`config.mk`:
```
export PLATFORM = sky130hd
export DESIGN_NAME = otter_icache_flat
export DESIGN_NICKNAME = d
export VERILOG_FILES = /design/src/rtl/otter_cache_pkg.sv /design/src/rtl/otter_icache_if.sv /design/src/rtl/otter_icache_fsm.sv /design/src/rtl/otter_icache.sv /design/src/flat_wrapper.sv
export SDC_FILE = /design/constraint.sdc
export NUM_CORES = 2
export LEC_CHECK = 0
export BUFFER_PORTS_ARGS = -buffer_cell sky130_fd_sc_hd__buf_2
export CORE_ASPECT_RATIO = 0.75
export CORE_UTILIZATION = 50
export CTS_CLUSTER_SIZE = 16
export DETAILED_ROUTE_END_ITERATION = 16
export MAX_ROUTING_LAYER = met4
export PLACE_DENSITY = 0.72
export SETUP_SLACK_MARGIN = 0.05
export SYNTH_ARGS = -nofsm -noshare
export SYNTH_HDL_FRONTEND = slang
export SYNTH_MEMORY_MAX_BITS = 65536
export SYNTH_SLANG_ARGS = --single-unit
export TNS_END_PERCENT = 1
```
`constraint.sdc`:
```
create_clock -name clk -period 5.37 [get_ports clk]
set_input_delay 0.8055 -clock clk [delete_from_list [all_inputs] [get_ports clk]]
set_output_delay 0.8055 -clock clk [all_outputs]
set_load 0.01 [all_outputs]
```
`src/rtl/otter_cache_pkg.sv`:
```
// Shared geometry, FSM encoding and address-field helpers for the OTTER
// instruction cache.
package otter_cache_pkg;

  localparam int unsigned ADDR_W = 32;
  localparam int unsigned LINES  = 16;
  localparam int unsigned WORDS  = 8;

  localparam int unsigned WOFF_W = $clog2(WORDS);
  localparam int unsigned IDX_W  = $clog2(LINES);
  localparam int unsigned TAG_W  = ADDR_W - IDX_W - WOFF_W - 2;

  // Clears word and byte offset bits to give the line base address.
  localparam logic [ADDR_W-1:0] LINE_MASK = ~ADDR_W'(WORDS * 4 - 1);

  typedef enum logic [1:0] {
    IDLE,
    FILL,
    DONE
  } state_t;

  function automatic logic [TAG_W-1:0] get_tag(input logic [ADDR_W-1:0] a);
    return a[ADDR_W-1 -: TAG_W];
  endfunction

  function automatic logic [IDX_W-1:0] get_idx(input logic [ADDR_W-1:0] a);
    return a[2 + WOFF_W +: IDX_W];
  endfunction

  function automatic logic [WOFF_W-1:0] get_word(input logic [ADDR_W-1:0] a);
    return a[2 +: WOFF_W];
  endfunction

endpackage

```
`src/rtl/otter_icache_if.sv`:
```
// Fetch-side and memory-side buses of the instruction cache; the master is
// the side that issues requests.
interface otter_fetch_if;
  import otter_cache_pkg::*;

  logic              fetch_re;
  logic [ADDR_W-1:0] fetch_addr;
  logic [31:0]       fetch_data;
  logic              stall;

  modport master (output fetch_re, fetch_addr, input fetch_data, stall);
  modport slave  (input fetch_re, fetch_addr, output fetch_data, stall);
endinterface

interface otter_mem_if;
  import otter_cache_pkg::*;

  logic              mem_re;
  logic [ADDR_W-1:0] mem_addr;
  logic [31:0]       mem_rdata;
  logic              mem_valid;

  modport master (output mem_re, mem_addr, input mem_rdata, mem_valid);
  modport slave  (input mem_re, mem_addr, output mem_rdata, mem_valid);
endinterface

```
`src/rtl/otter_icache_fsm.sv`:
```
// Miss handler: sequences a word-serial line fill from memory and produces
// the array write strobes.
module otter_icache_fsm
  import otter_cache_pkg::*;
(
  input  logic              clk,
  input  logic              reset_n,
  input  logic              start,
  input  logic [ADDR_W-1:0] fetch_addr,
  input  logic              mem_valid,
  output state_t            state,
  output logic              mem_re,
  output logic [ADDR_W-1:0] mem_addr,
  output logic [ADDR_W-1:0] base,
  output logic [WOFF_W-1:0] cnt,
  output logic              data_we_c,
  output logic              line_we_c
);

  // Memory data is only honoured while a request is outstanding.
  assign data_we_c = (state == FILL) & mem_re & mem_valid;
  assign line_we_c = data_we_c & (cnt == WOFF_W'(WORDS - 1));

  always_ff @(posedge clk) begin
    if (!reset_n) begin
      state    <= IDLE;
      cnt      <= '0;
      mem_re   <= 1'b0;
      mem_addr <= '0;
      base     <= '0;
    end else begin
      unique case (state)
        IDLE: begin
          if (start) begin
            base     <= fetch_addr & LINE_MASK;
            mem_addr <= fetch_addr & LINE_MASK;
            cnt      <= '0;
            mem_re   <= 1'b1;
            state    <= FILL;
          end
        end
        FILL: begin
          if (data_we_c) begin
            cnt <= cnt + WOFF_W'(1);
            if (line_we_c) begin
              mem_re <= 1'b0;
              state  <= DONE;
            end else begin
              mem_addr <= base + ADDR_W'({cnt + WOFF_W'(1), 2'b00});
            end
          end
        end
        DONE:    state <= IDLE;
        default: state <= IDLE;
      endcase
    end
  end

endmodule

```
`src/rtl/otter_icache.sv`:
```
// Direct-mapped read-only instruction cache for the OTTER fetch stage: hits
// return in the same cycle, misses stall while a line is burst-filled.
module otter_icache
  import otter_cache_pkg::*;
(
  input  logic                clk,
  input  logic                reset_n,
  input  logic                invalidate,
  otter_fetch_if.slave        fetch,
  otter_mem_if.master         mem,
  output logic [31:0]         hit_cnt,
  output logic [31:0]         miss_cnt
);

  logic [31:0]       data_mem [LINES][WORDS];
  logic [TAG_W-1:0]  tag_mem  [LINES];
  logic [LINES-1:0]  valid;

  state_t            state;
  logic [ADDR_W-1:0] base;
  logic [WOFF_W-1:0] cnt;
  logic              data_we_c;
  logic              line_we_c;

  logic [IDX_W-1:0]  idx_c;
  logic [IDX_W-1:0]  fill_idx_c;
  logic              look_c;
  logic              hit_c;
  logic              miss_c;

  assign idx_c      = get_idx(fetch.fetch_addr);
  assign fill_idx_c = get_idx(base);

  // Lookup only happens in IDLE and sees valid bits from before any same-cycle invalidate.
  assign look_c = reset_n & (state == IDLE) & fetch.fetch_re;
  assign hit_c  = look_c & valid[idx_c] & (tag_mem[idx_c] == get_tag(fetch.fetch_addr));
  assign miss_c = look_c & ~hit_c;

  assign fetch.fetch_data = hit_c ? data_mem[idx_c][get_word(fetch.fetch_addr)] : 32'h0;
  assign fetch.stall      = reset_n & (miss_c | (state != IDLE));

  otter_icache_fsm u_fsm (
    .clk        (clk),
    .reset_n    (reset_n),
    .start      (miss_c),
    .fetch_addr (fetch.fetch_addr),
    .mem_valid  (mem.mem_valid),
    .state      (state),
    .mem_re     (mem.mem_re),
    .mem_addr   (mem.mem_addr),
    .base       (base),
    .cnt        (cnt),
    .data_we_c  (data_we_c),
    .line_we_c  (line_we_c)
  );

  // Data and tag storage carry no reset; the valid vector guards them.
  always_ff @(posedge clk) begin
    if (data_we_c) data_mem[fill_idx_c][cnt] <= mem.mem_rdata;
    if (line_we_c) tag_mem[fill_idx_c] <= get_tag(base);
  end

  // An invalidate coinciding with the final fill word leaves the line invalid.
  always_ff @(posedge clk) begin
    if (!reset_n)        valid <= '0;
    else if (invalidate) valid <= '0;
    else if (line_we_c)  valid[fill_idx_c] <= 1'b1;
  end

  always_ff @(posedge clk) begin
    if (!reset_n) begin
      hit_cnt  <= '0;
      miss_cnt <= '0;
    end else begin
      if (hit_c && (hit_cnt != 32'hFFFF_FFFF))   hit_cnt  <= hit_cnt + 32'd1;
      if (miss_c && (miss_cnt != 32'hFFFF_FFFF)) miss_cnt <= miss_cnt + 32'd1;
    end
  end

endmodule

```
`src/flat_wrapper.sv`:
```
// flat-port wrapper written by rule: the top's interface ports become plain ports
module otter_icache_flat import otter_cache_pkg::*;
  (clk, reset_n, invalidate, hit_cnt, miss_cnt, fetch_fetch_re, fetch_fetch_addr, fetch_fetch_data, fetch_stall, mem_mem_re, mem_mem_addr, mem_mem_rdata, mem_mem_valid);
  otter_fetch_if fetch_i ();
  otter_mem_if mem_i ();
  input  logic clk;
  input  logic reset_n;
  input  logic invalidate;
  output logic [31:0] hit_cnt;
  output logic [31:0] miss_cnt;
  input wire logic [$bits(fetch_i.fetch_re)-1:0] fetch_fetch_re;
  input wire logic [$bits(fetch_i.fetch_addr)-1:0] fetch_fetch_addr;
  output wire logic [$bits(fetch_i.fetch_data)-1:0] fetch_fetch_data;
  output wire logic [$bits(fetch_i.stall)-1:0] fetch_stall;
  output wire logic [$bits(mem_i.mem_re)-1:0] mem_mem_re;
  output wire logic [$bits(mem_i.mem_addr)-1:0] mem_mem_addr;
  input wire logic [$bits(mem_i.mem_rdata)-1:0] mem_mem_rdata;
  input wire logic [$bits(mem_i.mem_valid)-1:0] mem_mem_valid;
  assign fetch_i.fetch_re = fetch_fetch_re;
  assign fetch_i.fetch_addr = fetch_fetch_addr;
  assign fetch_fetch_data = fetch_i.fetch_data;
  assign fetch_stall = fetch_i.stall;
  assign mem_mem_re = mem_i.mem_re;
  assign mem_mem_addr = mem_i.mem_addr;
  assign mem_i.mem_rdata = mem_mem_rdata;
  assign mem_i.mem_valid = mem_mem_valid;
  otter_icache u_core (.clk(clk), .reset_n(reset_n), .invalidate(invalidate), .fetch(fetch_i), .mem(mem_i), .hit_cnt(hit_cnt), .miss_cnt(miss_cnt));
endmodule
```
### After elaboration in Yosys (flattened, before gate mapping)

Memory sizes are Yosys's and may differ from the RTL's.
Index checks and enable logic that the tools add are counted.

| cells by class | value |
|---|---|
| equal/unequal tests | 9 |
| add/sub/neg operators | 4 |
| reductions and logical operators | 13 |
| mux-type cells | 29 |
| $lt $le $gt $ge | 6 |
| bitwise operators | 15 |

Operator list:

| cell | count |
|---|---|
| $mux 256 | 1 |
| $mux 32 | 7 |
| $bmux 32 s3 | 1 |
| $demux 32 s3 | 1 |
| $add 32x1->32 const B | 2 |
| $ne 32x32->1 const B | 2 |
| $pmux 32 s2 | 1 |
| $add 32x5->32 | 1 |
| $eq 23x23->1 | 1 |
| $or 16x16->16 | 1 |
| $lt 4x5->1 const B | 2 |
| $and 1x1->1 | 9 |
| $ge 4x4->1 const B | 2 |
| $mux 1 | 8 |
| $not 3->4 | 2 |
| $reduce_and 4->1 | 2 |
| $mux 2 | 3 |
| $mux 3 | 2 |
| $pmux 3 s2 | 1 |
| $reduce_and 3->1 | 2 |
| $bmux 1 s4 | 1 |
| $demux 1 s4 | 1 |
| $ge 4x1->1 const B | 1 |
| $logic_and 1x1->1 | 4 |
| 14 further kinds | 18 |

| storage, ports and cells | value |
|---|---|
| word-level logic and storage cells | 86 |
| bits in registers | 145 |
| input bits | 69 |
| output and inout port bits | 130 |
| memories | 2 |
| memory bits (writable) | 4464 |

Memory list:

| name | depth | bits a word | read ports | clocked after Yosys merged registers in | write ports | line | source |
|---|---|---|---|---|---|---|---|
| u_core.data_mem | 16 | 256 | 1 | 0 | 1 | otter_icache.sv:15 | `logic [31:0] data_mem [LINES][WORDS];` |
| u_core.tag_mem | 16 | 23 | 1 | 0 | 1 | otter_icache.sv:16 | `logic [TAG_W-1:0] tag_mem [LINES];` |

### Logic depth before layout (Yosys ltp)

| depth | value |
|---|---|
| depth in word-level cells | 9 |
| gate-level depth with buffers | 16 |
| gate-level depth less buffers | 9 |

### Cells and area by module

From an unflattened synthesis, not the netlist that was laid out.

| second synthesis, totals | value |
|---|---|
| cells, all modules | 7481 |
| area total of the unflattened synthesis | 177243.7 µm² |

Modules (own cells, without submodules):

| module | area an instance (µm²) | seq. area each (µm²) | cells an instance | instances |
|---|---|---|---|---|
| otter_icache | 174362.2 | 135650.1 | 7151 | 1 |
| otter_icache_fsm | 2881.5 | 1261.2 | 330 | 1 |

### Least setup slack after synthesis

Ideal clock, no wire load.

| path | value |
|---|---|
| kind | input to output |
| start point | input port fetch_fetch_addr[5] |
| end point | output port fetch_fetch_data[19] |
| path slack | 0.585 ns |
| required time | 4.564 ns |
| stages | 10 |
| data arrival time | 3.979 ns |
| buffers on the path | 5 |
| cells stage by stage | buf_2 > buf_2 > clkbuf_1 > clkbuf_1 > buf_1 > mux4_2 > mux4_2 > mux4_2 > mux2i_1 > nor2_1 |

| between the ends | value |
|---|---|
| cells in the longest elaborated chain, start to end | 5 |
| elaborated cells between the ends (all ways) | 11 |
| classes of those cells | 1 x eq/ne; 6 x mux; 2 x bitwise; 2 x memory |

Ends and longest elaborated chain:

| item | line | source |
|---|---|---|
| start: declaration | flat_wrapper.sv:12 | `input wire logic [$bits(fetch_i.fetch_addr)-1:0] fetch_fetch_addr;` |
| $mem_v2 16x256 or $bmux 1 s4 (tied branches) | n/a |  |
| $bmux 32 s3 or $mux 1 (tied branches) | otter_icache.sv:39, otter_icache.sv:36 |  |
| $mux 32 (implied by the code) or $and 1x1->1 (tied branches) (2 in a row) | otter_icache.sv:39, otter_icache.sv:36 |  |
| $mux 32 * | otter_icache.sv:39 | `assign fetch.fetch_data = hit_c ? data_mem[idx_c][get_word(fetch.fetch_addr)] : 32'h0;` |
| end: declaration | flat_wrapper.sv:13 | `output wire logic [$bits(fetch_i.fetch_data)-1:0] fetch_fetch_data;` |

Mark *: on every way between the ends. The rest lies on a longest branch, timed or not. The select of a mux whose other input is x is not followed.

### Worst setup path in the final report

| path | value |
|---|---|
| start point | input port fetch_fetch_addr[6] |
| end point | output port fetch_fetch_data[16] |

The elaborated chain is that of the path after synthesis.

==> flow_summary.json <==
{
  "seq_area_frac_synth_pct": 77.30,
  "worst_slew_pin_slew_ps": 1444,
  "max_freq_mhz": 186.5,
  "max-vdd-ir-drop_mv": 0.2739,
  "clkSinkCount": 4607,
  "cts_setup_buffers": 0,
  "hold_end": "u_core.u_fsm.base[17]",
  "hold_class": "in -> reg",
  "n_fill_cell": 24235,
  "avgRoutedWirePerCell_um": 34.86,
  "whs_path_depth": 3,
  "synthArstFlopShare_pct": 0,
  "drive_gt1_share_pct": 32.40,
  "p_total_mw": 73.13,
  "syn_area_per_cell_sq_um": 23.57,
  "crit_path_end_kind": "output pin",
  "port_buffers": 194,
  "synth_cells": 7515,
  "htree_levels": 5,
  "max_cap_violations": 0,
  "gp_congestion": 0.9588,
  "hpwl_mm": 263.8,
  "grt_first_pass_wirelength_mm": 639.5,
  "rrSetupSlack_ps": 1300,
  "root_buffer": "clkbuf_16",
  "ys_ff_latch": 4607,
  "cp-start-kind": "input pin",
  "die_w_um": 689.2,
  "leakage_nw": 62.83,
  "synth_cell_type_count": 68,
  "initial_utilization_pct": 50.43,
  "drt_iter0_markers": 13455,
  "slew_headroom_pct": 3.484,
  "layout_common_cells": "edfxtp_1, mux4_2, clkbuf_16, buf_4, mux2i_1",
  "rr_startpoint": "u_core.tag_mem[13][17]",
  "hold_path_startpoint": "fetch_fetch_addr[17]",
  "worstRegToRegCells": 10,
  "min_period_over_period_pct": 99.84,
  "drc": 0,
  "ioPinCount": 199,
  "cp-startpoint": "fetch_fetch_addr[6]",
  "ant_nets": 0,
  "hold_viol": 0,
  "dr_total_vias": 86518,
  "finalSetupTns_ps": 0,
  "numCtsBuffers": 429,
  "cp_data_required_time_ps": 4560,
  "grt_max_degree": 112,
  "layout.cells.most_common": "edfxtp_1",
  "final_core_util_pct": 57.15,
  "grtUsageTotal_pct": 26.35,
  "synth-edff-count": 4464,
  "fin_nets": 8169,
  "cts.clk_slew.worst_paths_ps": 60,
  "clockBufferDepth": 4,
  "clkLatencyLatePin_ps": 980,
  "dr.pass1.iters": 5,
  "fin_crit_ps": 5361,
  "placementRows": 188,
  "coreArea_sq_um": 351200,
  "viasPerCell": 6.588,
  "synth.yosys.warnings": 0,
  "skew_ps": 49.97,
  "die_y_um": 517.4,
  "antenna_found_initial": 48,
  "die_area_sq_um": 356600,
  "arrival_ps": 4560,
  "powerDensity_nw_per_um2": 364.4,
  "grt_pass1_vias": 85252,
  "grt_setup_unrepaired": "no",
  "critical_path_peak_fanout": 39,
  "outcome": "finished clean",
  "drv_slew": 0,
  "syn2layout_area_growth_pct": 13.32,
  "cts_hold_buf": 0,
  "r2r_end": "u_core.hit_cnt[10]",
  "ys.flop_type": "edfxtp_1",
  "setup-violations-final": 0,
  "synth.cell_area_sq_um": 177100,
  "critPathKind": "in -> out",
  "grt-ovfl-total": 0,
  "wirelength_mm": 457.8,
  "cts_tree": "yes"
}
==> logic make-up (layout without fill, tap and decap cells) <==
kind of cell | count (synthesis) | after routing | synth area share (%)
muxes | 1587 | 1587 | 18.93
xor gates and xnor gates | 27 | 27 | 0.1335
buffers and inverters | 434 | 1359 | 1.007
other | 1 | 38 | 0.002117
and+or+nand+nor | 662 | 662 | 1.761
adders and majority gates | 4 | 4 | 0.02826
AOI/OAI and AO/OA | 193 | 193 | 0.8351
DFF | 4607 | 4607 | 77.30
==> flip-flops by register name, indices dropped and copies added (netlist names) <==
name / count
u_core.u_fsm.mem_re: 1
u_core.tag_mem: 368
u_core.u_fsm.cnt: 3
u_core.u_fsm.base: 27
u_core.data_mem: 4096
u_core.miss_cnt: 32
u_core.valid: 16
u_core.u_fsm.mem_addr: 30
u_core.hit_cnt: 32
u_core.u_fsm.state: 2
==> worst max-delay path, stage by stage <==
cell,delay [ps]
buf_8,240
buf_12,310
buf_4,530
mux4_2,410
mux4_2,650
mux4_2,640
mux2i_1,570
nor2_1,80
buf_2,160
==> layer usage <==
layer	up-vias	share of wire [%]	track usage, %	routed length (um)
li1	33493	-	-	-
met3	839	14	7.743	63060
met2	5889	44	37.34	203400
met1	46297	38	37.20	175000
met5	-	0	-	0
met4	0	3.6	8.402	16310
==> final cells by class <==
class / instances / area, sq um / area share [%]
flip-flops and latches: 4607 / 136900 / 68.22
diodes: 36 / 90.09 / 0.04489
multi-input cells: 2475 / 39530 / 19.70
well taps: 4655 / 5824 / 2.902
repair buffers: 575 / 4777 / 2.380
clock buffers: 545 / 11390 / 5.677
inverters: 8 / 37.54 / 0.01870
clock inverters: 231 / 2126 / 1.059
==> report_power, final <==
group	switching (mW)	internal, mW	leakage, nW
clock	13.1	16.6	6.59
sequential	0.0847	39.4	41.4
combinational	2.44	1.47	14.8
==> cells in the mapped netlist, types with 9 or more instances <==
cell      number  share of area, %
a21boi_0      27              0.11
a21oi_1       24             0.068
a221oi_1      33              0.16
a22oi_1       15             0.064
and2_1         9             0.032
and3_1        27             0.095
buf_1         89              0.19
buf_2         24             0.068
buf_4         12             0.051
clkbuf_1     292              0.62
dfxtp_1      143               1.6
edfxtp_1    4464                76
mux2i_1      170              0.96
mux4_2      1409                18
nand2_1      144              0.31
nand2b_1      48              0.17
nand3_1       54              0.15
nand4_1       31              0.11
nor2_1       265              0.56
nor2b_1       14             0.049
nor3_1         9             0.025
nor4_1        16             0.057
o21ai_0       12             0.034
o31ai_1       15             0.064
or4_1         12             0.051
xnor2_1       13             0.064
xor2_1        14             0.069
==> worst max-delay path by stage <==
stage                                end  slack (ps)
floorplan           fetch_fetch_data[19]         590
global placement    fetch_fetch_data[13]          20
detailed placement  fetch_fetch_data[13]          20
CTS                  fetch_fetch_data[8]          60
global route        fetch_fetch_data[16]          50
finish              fetch_fetch_data[16]           9
==> stage by stage <==
step                      instances  hold slack [ps]  setup WS, ps  instance area, sq um
after floorplan                7516            434.8         585.3                177100
after CTS                     13096            110.8         58.43                200600
after global placement        12320            444.8         19.48                187100
final                         13132            143.1         8.781                200700
after global routing          13116            144.4         52.96                200600
after detailed placement      12320            466.4         19.30                187100
==> what timing repair did <==
action,CTS,global route
gates resized for setup,1,5
setup endpoints to repair,1,4
pin swaps,0,0
Note: power is estimated with default switching activity, not from simulation.
